`src/rtl/uart_pkg.sv`:
```
// Shared definitions for the decimal-frame UART sender.
// Latency: n/a (types, constants and an elaboration-time helper only).
// Backpressure: n/a.
package uart_pkg;

    // Frame sequencer states.
    typedef enum logic [2:0] {
        IDLE    = 3'd0,
        CONVERT = 3'd1,
        LOAD    = 3'd2,
        SEND    = 3'd3,
        WAIT    = 3'd4,
        DONE    = 3'd5
    } state_t;

    localparam logic [7:0] ASCII_ZERO  = 8'h30;
    localparam logic [7:0] ASCII_NINE  = 8'h39;
    localparam logic [7:0] ASCII_SPACE = 8'h20;
    localparam logic [7:0] ASCII_CR    = 8'h0D;
    localparam logic [7:0] ASCII_LF    = 8'h0A;

    // 10^n, evaluated at elaboration to derive the largest printable value.
    function automatic longint unsigned pow10(input int n);
        longint unsigned v;
        v = 1;
        for (int i = 0; i < n; i++) begin
            v = v * 10;
        end
        return v;
    endfunction

endpackage

```
`src/rtl/bin2bcd_seq.sv`:
```
// Sequential binary-to-BCD converter (shift plus add-3, one input bit per cycle).
// Latency: start sampled on cycle t; shifts on t+1..t+DATA_W; bcd valid from t+DATA_W+1.
// Backpressure: none; caller must not restart while a conversion is running.
//
// Ports:
//   clk, reset : clock and synchronous active-high reset
//   start      : load bin and begin a conversion
//   bin        : binary value to convert
//   done       : high in the cycle performing the final shift
//   bcd        : packed BCD result, digit 0 in bits [3:0]; holds until next start
module bin2bcd_seq
    import uart_pkg::*;
#(
    parameter int DATA_W = 14,
    parameter int DIGITS = 4
) (
    input  logic                  clk,
    input  logic                  reset,
    input  logic                  start,
    input  logic [DATA_W-1:0]     bin,
    output logic                  done,
    output logic [4*DIGITS-1:0]   bcd
);

    localparam int BCD_W = 4 * DIGITS;
    localparam int CNT_W = $clog2(DATA_W + 1);

    logic [DATA_W-1:0] r_shift;
    logic [BCD_W-1:0]  r_bcd;
    logic [CNT_W-1:0]  r_cnt;
    logic              r_active;
    logic [BCD_W-1:0]  w_adj;

    // Any digit >= 5 gets +3 so the following left shift carries into the
    // next decade. Bits shifted out of the top digit are lost; the caller
    // detects values that do not fit.
    always_comb begin
        w_adj = r_bcd;
        for (int i = 0; i < DIGITS; i++) begin
            if (r_bcd[4*i +: 4] >= 4'd5) begin
                w_adj[4*i +: 4] = r_bcd[4*i +: 4] + 4'd3;
            end
        end
    end

    assign done = r_active && (r_cnt == CNT_W'(DATA_W - 1));
    assign bcd  = r_bcd;

    always_ff @(posedge clk) begin
        if (reset) begin
            r_shift  <= '0;
            r_bcd    <= '0;
            r_cnt    <= '0;
            r_active <= 1'b0;
        end else if (start) begin
            r_shift  <= bin;
            r_bcd    <= '0;
            r_cnt    <= '0;
            r_active <= 1'b1;
        end else if (r_active) begin
            r_bcd   <= {w_adj[BCD_W-2:0], r_shift[DATA_W-1]};
            r_shift <= r_shift << 1;
            r_cnt   <= r_cnt + CNT_W'(1);
            if (done) begin
                r_active <= 1'b0;
            end
        end
    end

endmodule

```
`src/rtl/uart_num_sender.sv`:
```
// Formats a binary number as a fixed-width decimal ASCII frame and feeds it to a UART TX.
// Latency: request on cycle t -> busy at t+1, first tx_start at t+DATA_W+2 (if tx_busy=0).
// Backpressure: holds in SEND while tx_busy; one extra request is queued while busy, others drop.
//
// Ports:
//   clk, reset  : clock and synchronous active-high reset
//   number      : binary value, captured when a request is accepted
//   send_req    : one-cycle request pulse
//   auto_en     : level enabling the periodic auto-report timer
//   tx_busy     : UART busy; a byte is only started while this is low
//   tx_done     : UART one-cycle byte-complete pulse
//   tx_start    : one-cycle byte start to the UART
//   tx_data     : byte being sent, stable from tx_start until its tx_done
//   busy        : frame in progress
//   frame_done  : one-cycle pulse after the last byte completes
//   overflow    : set for a frame whose value does not fit in DIGITS digits
module uart_num_sender
    import uart_pkg::*;
#(
    parameter int DATA_W      = 14,
    parameter int DIGITS      = 4,
    parameter int SEND_CRLF   = 1,
    parameter int LEAD_ZERO   = 1,
    parameter int AUTO_PERIOD = 100_000_000
) (
    input  logic              clk,
    input  logic              reset,
    input  logic [DATA_W-1:0] number,
    input  logic              send_req,
    input  logic              auto_en,
    input  logic              tx_busy,
    input  logic              tx_done,
    output logic              tx_start,
    output logic [7:0]        tx_data,
    output logic              busy,
    output logic              frame_done,
    output logic              overflow
);

    localparam int FRAME_LEN = DIGITS + ((SEND_CRLF != 0) ? 2 : 0);
    localparam int IDX_W     = (FRAME_LEN > 1) ? $clog2(FRAME_LEN) : 1;
    localparam int TMR_W     = $clog2(AUTO_PERIOD);
    localparam longint unsigned MAX_VAL = pow10(DIGITS) - 1;
    localparam logic [IDX_W-1:0] LAST_IDX = IDX_W'(FRAME_LEN - 1);

    state_t                 r_state;
    state_t                 w_next;
    logic [DATA_W-1:0]      r_num;
    logic                   r_pend;
    logic                   r_ovf;
    logic [TMR_W-1:0]       r_tmr;
    logic [IDX_W-1:0]       r_idx;
    logic [8*FRAME_LEN-1:0] r_frame;
    logic [7:0]             r_tx_data;

    logic                   w_auto_tick;
    logic                   w_req;
    logic                   w_accept;
    logic                   w_ovf;
    logic                   w_conv_done;
    logic [4*DIGITS-1:0]    w_bcd;
    logic [8*DIGITS-1:0]    w_digits;
    logic [8*FRAME_LEN-1:0] w_frame;
    logic [7:0]             w_next_byte;
    logic [3:0]             w_digit;
    logic                   w_lead;

    // ------------------------------------------------------------------
    // Request sources. A tick coinciding with send_req is one request; a
    // queued request merges with any new one arriving in the same cycle.
    // ------------------------------------------------------------------
    assign w_auto_tick = auto_en && (r_tmr == TMR_W'(AUTO_PERIOD - 1));
    assign w_req       = send_req || w_auto_tick;
    assign w_accept    = (r_state == IDLE) && (w_req || r_pend);

    always_ff @(posedge clk) begin
        if (reset || !auto_en) begin
            r_tmr <= '0;
        end else if (w_auto_tick) begin
            r_tmr <= '0;
        end else begin
            r_tmr <= r_tmr + TMR_W'(1);
        end
    end

    // ------------------------------------------------------------------
    // Conversion. Started by the accept itself so the number captured into
    // r_num and the value being converted are the same sample.
    // ------------------------------------------------------------------
    bin2bcd_seq #(
        .DATA_W (DATA_W),
        .DIGITS (DIGITS)
    ) u_bin2bcd (
        .clk   (clk),
        .reset (reset),
        .start (w_accept),
        .bin   (number),
        .done  (w_conv_done),
        .bcd   (w_bcd)
    );

    // The converter keeps only DIGITS decades, so overflow is judged on the
    // captured binary value rather than on the BCD result.
    assign w_ovf = 64'(r_num) > MAX_VAL;

    // Digit bytes, most significant digit in byte 0. Blanking stops at the
    // first nonzero digit and never touches the units digit.
    always_comb begin
        w_digits = '0;
        w_digit  = '0;
        w_lead   = 1'b1;
        for (int i = 0; i < DIGITS; i++) begin
            w_digit = w_bcd[4*(DIGITS-1-i) +: 4];
            if (w_ovf) begin
                w_digits[8*i +: 8] = ASCII_NINE;
            end else if ((LEAD_ZERO == 0) && w_lead && (w_digit == 4'd0) && (i != DIGITS - 1)) begin
                w_digits[8*i +: 8] = ASCII_SPACE;
            end else begin
                w_digits[8*i +: 8] = ASCII_ZERO + {4'd0, w_digit};
                w_lead             = 1'b0;
            end
        end
    end

    generate
        if (SEND_CRLF != 0) begin : g_crlf
            assign w_frame = {ASCII_LF, ASCII_CR, w_digits};
        end else begin : g_no_crlf
            assign w_frame = w_digits;
        end
    endgenerate

    // Byte following the current index, preloaded into tx_data on tx_done so
    // it is already stable when the next tx_start is raised.
    always_comb begin
        w_next_byte = '0;
        for (int k = 0; k < FRAME_LEN; k++) begin
            if (k == int'(r_idx) + 1) begin
                w_next_byte = r_frame[8*k +: 8];
            end
        end
    end

    // ------------------------------------------------------------------
    // Frame sequencer
    // ------------------------------------------------------------------
    always_ff @(posedge clk) begin
        if (reset) begin
            r_state <= IDLE;
        end else begin
            r_state <= w_next;
        end
    end

    always_comb begin
        w_next     = r_state;
        tx_start   = 1'b0;
        frame_done = 1'b0;
        case (r_state)
            IDLE: begin
                if (w_accept) begin
                    w_next = CONVERT;
                end
            end
            CONVERT: begin
                if (w_conv_done) begin
                    w_next = LOAD;
                end
            end
            LOAD: begin
                w_next = SEND;
            end
            SEND: begin
                if (!tx_busy) begin
                    tx_start = 1'b1;
                    w_next   = WAIT;
                end
            end
            WAIT: begin
                // tx_busy is deliberately ignored here; only tx_done ends a byte.
                if (tx_done) begin
                    w_next = (r_idx == LAST_IDX) ? DONE : SEND;
                end
            end
            DONE: begin
                frame_done = 1'b1;
                w_next     = IDLE;
            end
            default: begin
                w_next = IDLE;
            end
        endcase
    end

    // ------------------------------------------------------------------
    // Datapath registers
    // ------------------------------------------------------------------
    always_ff @(posedge clk) begin
        if (reset) begin
            r_num     <= '0;
            r_pend    <= 1'b0;
            r_ovf     <= 1'b0;
            r_idx     <= '0;
            r_frame   <= '0;
            r_tx_data <= '0;
        end else begin
            if (w_accept) begin
                r_num <= number;
            end

            // One-deep queue of requests seen while a frame is in flight.
            if (w_accept) begin
                r_pend <= 1'b0;
            end else if ((r_state != IDLE) && w_req) begin
                r_pend <= 1'b1;
            end

            if (r_state == LOAD) begin
                r_ovf     <= w_ovf;
                r_frame   <= w_frame;
                r_tx_data <= w_frame[7:0];
                r_idx     <= '0;
            end

            if ((r_state == WAIT) && tx_done && (r_idx != LAST_IDX)) begin
                r_idx     <= r_idx + IDX_W'(1);
                r_tx_data <= w_next_byte;
            end
        end
    end

    assign busy     = (r_state != IDLE);
    assign overflow = r_ovf;
    assign tx_data  = r_tx_data;

endmodule
```
`config.mk`:
```
export PLATFORM = sky130hd
export DESIGN_NAME = uart_num_sender
export DESIGN_NICKNAME = d
export VERILOG_FILES = /design/src/rtl/uart_pkg.sv /design/src/rtl/bin2bcd_seq.sv /design/src/rtl/uart_num_sender.sv
export SDC_FILE = /design/constraint.sdc
export NUM_CORES = 1
export LEC_CHECK = 0
export ABC_AREA = 1
export CELL_PAD_IN_SITES_DETAIL_PLACEMENT = 0
export CELL_PAD_IN_SITES_GLOBAL_PLACEMENT = 1
export CORE_MARGIN = 10
export CORE_UTILIZATION = 47
export DETAILED_ROUTE_END_ITERATION = 7
export PLACE_DENSITY_LB_ADDON = 0.1
export RECOVER_POWER = 25
export SYNTH_ARGS = -nofsm -noshare
export SYNTH_HDL_FRONTEND = slang
export SYNTH_SLANG_ARGS = --single-unit
```
`constraint.sdc`:
```
create_clock -name clk -period 4.7 [get_ports clk]
set_input_delay 0.47 -clock clk [delete_from_list [all_inputs] [get_ports clk]]
set_output_delay 0.47 -clock clk [all_outputs]
set_load 0.03 [all_outputs]
```
== Yosys cells after proc, flatten, opt, wreduce, memory -nomap -nowiden ==
Index checks and enable logic that the tools add are counted.
W data, S select, Z words.

* $add $sub $neg: 12
* Multiply operators: 0
* Divide/modulo/power cells: 0
* $lt $le $gt $ge: 5
* Equality and inequality tests: 18
* Shift-type cells: 0
* Muxes and demuxes: 32
* Bitwise logic cells: 0
* Reduce and logical (&&, ||, !) cells: 18

{| class="wikitable"
|+ Operators with widths
! cell !! number
|-
| $eq A3 B32 Y1 const A || 2
|-
| $mux W8 || 8
|-
| $eq A2 B32 Y1 const A || 1
|-
| $eq A4 B32 Y1 const A || 1
|-
| $logic_not A32 Y1 || 1
|-
| $add A6 B4 Y7 const A || 4
|-
| $mux W14 || 2
|-
| $mux W7 || 4
|-
| $add A27 B1 Y27 const B || 1
|-
| $eq A27 B27 Y1 const B || 1
|-
| $mux W3 || 8
|-
| $ge A4 B3 Y1 const B || 4
|-
| $pmux W3 S5 || 1
|-
| $gt A14 B14 Y1 const B || 1
|-
| $add A4 B2 Y4 const B || 3
|-
| $mux W4 || 3
|-
| $eq A3 B3 Y1 const B || 3
|-
| $eq A3 B2 Y1 const B || 2
|-
| $logic_and A1 B1 Y1 || 6
|-
| $mux W1 || 6
|-
| $add A3 B1 Y4 const B || 1
|-
| $add A4 B1 Y4 const B || 1
|-
| $eq A3 B4 Y1 const A || 1
|-
| $eq A4 B4 Y1 const B || 1
|-
| other kinds (13) || 19
|}

* Register bits: 125
* Bits in latches: 0
* RAM bits: 0
* ROM bits: 0
* Input port bits: 20
* Output and inout port bits: 12
* Logic and storage cells: 97
* Memories: 0

== Logic depth before layout (Yosys ltp) ==
* Depth in word-level cells: 9
* Mapped depth: 16
* Gate-level depth less buffers: 16

== Modules after synthesis ==
From an unflattened synthesis, not the netlist that was laid out.

* Cell total of the unflattened synthesis: 738
* Area total of the unflattened synthesis: 5210.0 sq um

{| class="wikitable"
|+ By module, submodules not included
! module !! times used !! cells an instance !! area an instance (sq um) !! seq. area each (sq um)
|-
| uart_num_sender || 1 || 490 || 3370.7 || 1341.3
|-
| bin2bcd_seq || 1 || 248 || 1839.3 || 700.7
|}

== Worst setup path before layout ==
Ideal clock, no wire load.

* Kind: register -> register
* Start point: register r_idx[0]
* End point: register r_tx_data[2] (netlist: tx_data[2])
* Setup time: 0.128 ns
* Arrival: 1.663 ns
* Data required time: 4.572 ns
* Path slack: 2.910 ns
* Stages on the path, launching flop included: 12
* Buffers on the path: 0
* Period minus slack after synthesis: 1.790 ns
* Path through: dfxtp_1 -> ha_1 -> nand2_1 -> nand2_1 -> nand2_1 -> nor2_1 -> inv_1 -> or2_2 -> nand3_1 -> nand2_1 -> a21oi_1 -> nor2_1

* Cells in the longest elaborated chain, start to end: 9
* Elaborated cells between the ends (all ways): 17
* Those cells by class: 1 x add/sub; 6 x eq/ne; 7 x mux; 3 x reduce/logical

{| class="wikitable"
|+ Ends and longest elaborated chain
! what !! RTL line !! source
|-
| from (decl) || uart_num_sender.sv:52 || <nowiki>logic [IDX_W-1:0] r_idx;</nowiki>
|-
| from (signal assigned) || uart_num_sender.sv:226 || <nowiki>r_idx <= r_idx + IDX_W'(1);</nowiki>
|-
| $add A3 B1 Y4 || uart_num_sender.sv:138 || <nowiki>if (k == int'(r_idx) + 1) begin</nowiki>
|-
| $logic_not A32 Y1 || uart_num_sender.sv:138 ||
|-
| $mux W8 (6 in series) || uart_num_sender.sv:138 ||
|-
| $mux W8 || uart_num_sender.sv:225 || <nowiki>if ((r_state == WAIT) && tx_done && (r_idx != LAST_IDX)) begin</nowiki>
|-
| to (signal assigned) || uart_num_sender.sv:221 || <nowiki>r_tx_data <= w_frame[7:0];</nowiki>
|-
| to (signal assigned) || uart_num_sender.sv:227 || <nowiki>r_tx_data <= w_next_byte;</nowiki>
|-
| to (decl) || uart_num_sender.sv:54 || <nowiki>logic [7:0] r_tx_data;</nowiki>
|}

Parallel ways exist; a longest one is shown, timed or not.
A chain may end at the register's enable or synchronous reset.

== Final worst setup path ==
* Start point: register r_state[1]
* End point: register r_frame[11]

* Cells in the longest elaborated chain, start to end: 1

{| class="wikitable"
|+ Ends and longest elaborated chain
! what !! RTL line !! source
|-
| from (decl) || uart_num_sender.sv:46 || <nowiki>state_t r_state;</nowiki>
|-
| from (signal assigned) || uart_num_sender.sv:151 || <nowiki>r_state <= w_next;</nowiki>
|-
| $eq A3 B2 Y1 || uart_num_sender.sv:218 || <nowiki>if (r_state == LOAD) begin</nowiki>
|-
| to (signal assigned) || uart_num_sender.sv:220 || <nowiki>r_frame <= w_frame;</nowiki>
|-
| to (decl) || uart_num_sender.sv:53 || <nowiki>logic [8*FRAME_LEN-1:0] r_frame;</nowiki>
|}

Every way passes these cells.

==> flow_metrics.tcl <==
set metrics [dict create \
    setup_ws_ns 1.804 \
    grt_overflow 0 \
    cts_resized 0 \
    cp_slowest_stage_delay_ns 0.71 \
    hp-class "flip-flop to flip-flop" \
    crit_slowest_cell "nor3_1" \
    root_buffer "clkbuf_8" \
    cp_cell_sequence "inv_1 -> nor3_1 -> inv_1 -> nor2_1 -> inv_1 -> o221ai_1 -> inv_1" \
    maxCapViolations 0 \
    worstMarginPinSlew_ns 1.017 \
    skew_ns 0.009622 \
    drv_slew 0 \
    p_per_area_nw_per_um2 386.8 \
    final_cell_mix "nand2_1, dfxtp_1, inv_1, nor2_1, nand3_1" \
    hold_slack_ns 0.4554 \
    max_slew_margin_pct 31.69 \
    drc 0 \
    start_util_pct 48.44 \
    grt_max_degree 43 \
    nNetsFinal 734 \
    final_common_cell "nand2_1" \
    avgViaCountPerCell 5.098 \
    place_congestion 0.8760 \
    cts_hold_buf 0 \
    yosysWarnings 0 \
    fin_crit_ns 2.896 \
    die-area_um2 15170 \
    htree_levels 3 \
    rows 37 \
    postSynthCellCount 682 \
    dpl_cell_area_um2 5354 \
    vias 4282 \
    max-vdd-ir-drop_uv 220.1 \
    die_w_um 123.2 \
    syn_area_per_cell_um2 7.333 \
    drt_iter0_drc 348 \
    cts_setup_buffers 0 \
    pin_count 32 \
    status "completed" \
    critPathLaunchType "flip-flop" \
    clockBufferDepth 2 \
    ys_types 44 \
    fin_crit_sh_pct 61.63 \
    antenna_found_initial 0 \
    grt_use_total_pct 14.48 \
    crit_type "flip-flop to flip-flop" \
    wl_per_cell_um 12.82 \
    drive_gt1_share_pct 6.392 \
    first_global_vias 3909 \
    cts_made_buffers 9 \
    die_y_um 123.2 \
    hold_viol 0 \
    crit_buf_inv 4 \
    cpMostUsedCell "inv_1" \
    drt-pass1-iter-count 5 \
    hpwl_mm 7.838 \
    setup_viol 0 \
    fin_area_um2 5507 \
    routed_wl_mm 10.77 \
    endpoint_kind "flip-flop" \
    seq_area_frac_synth_pct 40.83 \
    p_total_mw 2.130 \
    clock_latency_ns 0.36 \
    clk_pin_slew_ns 0.09 \
    grt_first_pass_wirelength_mm 18.11 \
    critPathRequiredTime_ns 4.96 \
    syn_area_um2 5001 \
    rsz0062_at_grt "no" \
    num_antenna_cells 0 \
    core_area_um2 10320 \
    ant_nets 0 \
    cts_tree "built" \
    synthToLayoutAreaGrowth_pct 10.11 \
    fmax_mhz 345.3 \
    post-place-ws_ns 1.690 \
    critical_path_arrival_ns 3.15 \
    port_buffers 29 \
    crit_family "simple AND/OR/NAND/NOR gates" \
    path_max_fanout 15 \
    ys_seq_elements 102 \
    tns_ns 0 \
    p_leak_nw 2.175 \
    cts_sinks 102 \
]
report_power, final:
part | switching, mW | internal (mW)
sequential | 0.0759 | 0.971
clock | 0.299 | 0.262
combinational | 0.349 | 0.172
total | 0.724 | 1.41
final timing paths:
| path | startpoint | endpoint | slack [ns] | cells past startpoint |
|---|---|---|---|---|
| setup / recovery | r_state[1]$_SDFFE_PP0P_ | r_frame[11]$_SDFFE_PP0P_ | 1.80 | 7 |
| hold / removal | r_tmr[0]$_SDFF_PP0_ | r_tmr[0]$_SDFF_PP0_ | 0.46 | 1 |
| setup reg to reg | r_state[1]$_SDFFE_PP0P_ | r_frame[11]$_SDFFE_PP0P_ | 1.80 | 7 |
| hold reg to reg | r_tmr[0]$_SDFF_PP0_ | r_tmr[0]$_SDFF_PP0_ | 0.46 | 1 |
per-layer routing:
metal | vias to the layer above | part of all wire [%] | wire length, µm | GRT usage, %
li1 | 2274 | - | - | -
met1 | 1927 | 49 | 5331 | 19.18
met2 | 73 | 46 | 4926 | 23.17
met4 | 0 | 1.0 | 113 | 4.148
met3 | 8 | 3.7 | 398 | 3.236
met5 | - | 0 | 0 | 0
cells by family after synthesis:
logic type      after synthesis  synth area share [%]
compound gates              116                 12.73
xor+xnor                     18                 3.152
fa+ha+maj                    15                 3.753
buf+inv                     101                 8.256
flops                       102                 40.83
other cells                   1               0.07498
simple gates                329                 31.20
synth_stat cells (all sizes together):
master | number | area (µm²)
or2 | 6 | 37.54
o21ai | 43 | 215.2
nor3b | 2 | 20.02
o22ai | 1 | 6.260
nand2 | 145 | 561.8
a22oi | 1 | 7.510
a41oi | 1 | 8.760
o2111ai | 1 | 8.760
buf | 13 | 81.33
o221ai | 6 | 52.55
o21bai | 2 | 15.01
xor2 | 12 | 105.1
nor4 | 1 | 6.260
nand3b | 1 | 7.510
and2 | 1 | 6.260
o211ai | 1 | 7.510
or3 | 1 | 6.260
a211oi | 4 | 30.03
a21o | 1 | 7.510
xnor2 | 6 | 52.55
nor2 | 71 | 276.5
clkinv | 1 | 5.000
inv | 73 | 274.0
a21oi | 54 | 270.3
ha | 15 | 187.7
nand3 | 71 | 420.4
conb | 1 | 3.750
o21a | 1 | 7.510
dfxtp | 102 | 2042
clkbuf | 14 | 52.55
nand4 | 18 | 112.6
nor3 | 12 | 105.1
cell type report:
cell class / instances / area (µm²)
clock buffer: 11 / 141.4
clock inverter: 5 / 57.56
fill: 1011 / 4817
inverter: 74 / 279.0
multi-input combinational: 480 / 2504
sequential: 102 / 2042
tap: 136 / 170.2
timing repair buffer: 32 / 312.8
sequential cells by signal, indices dropped and copies added, names as in the netlist:
register and cells:
r_tmr 27, r_frame 17, u_bin2bcd.bcd 16, u_bin2bcd.r_shift 14
r_num 10, tx_data 5, u_bin2bcd.r_cnt 4, r_idx 3
r_state 3, overflow 1, r_pend 1, u_bin2bcd.r_active 1
stage by stage:
step / cells / utilization [%]
floorplan: 683 / -
CTS: 840 / 53.79
finish: 840 / 53.34
global placement: 824 / 51.86
global route: 840 / 53.34
detailed placement: 824 / 51.86
Power figures use the tool's default switching activity.
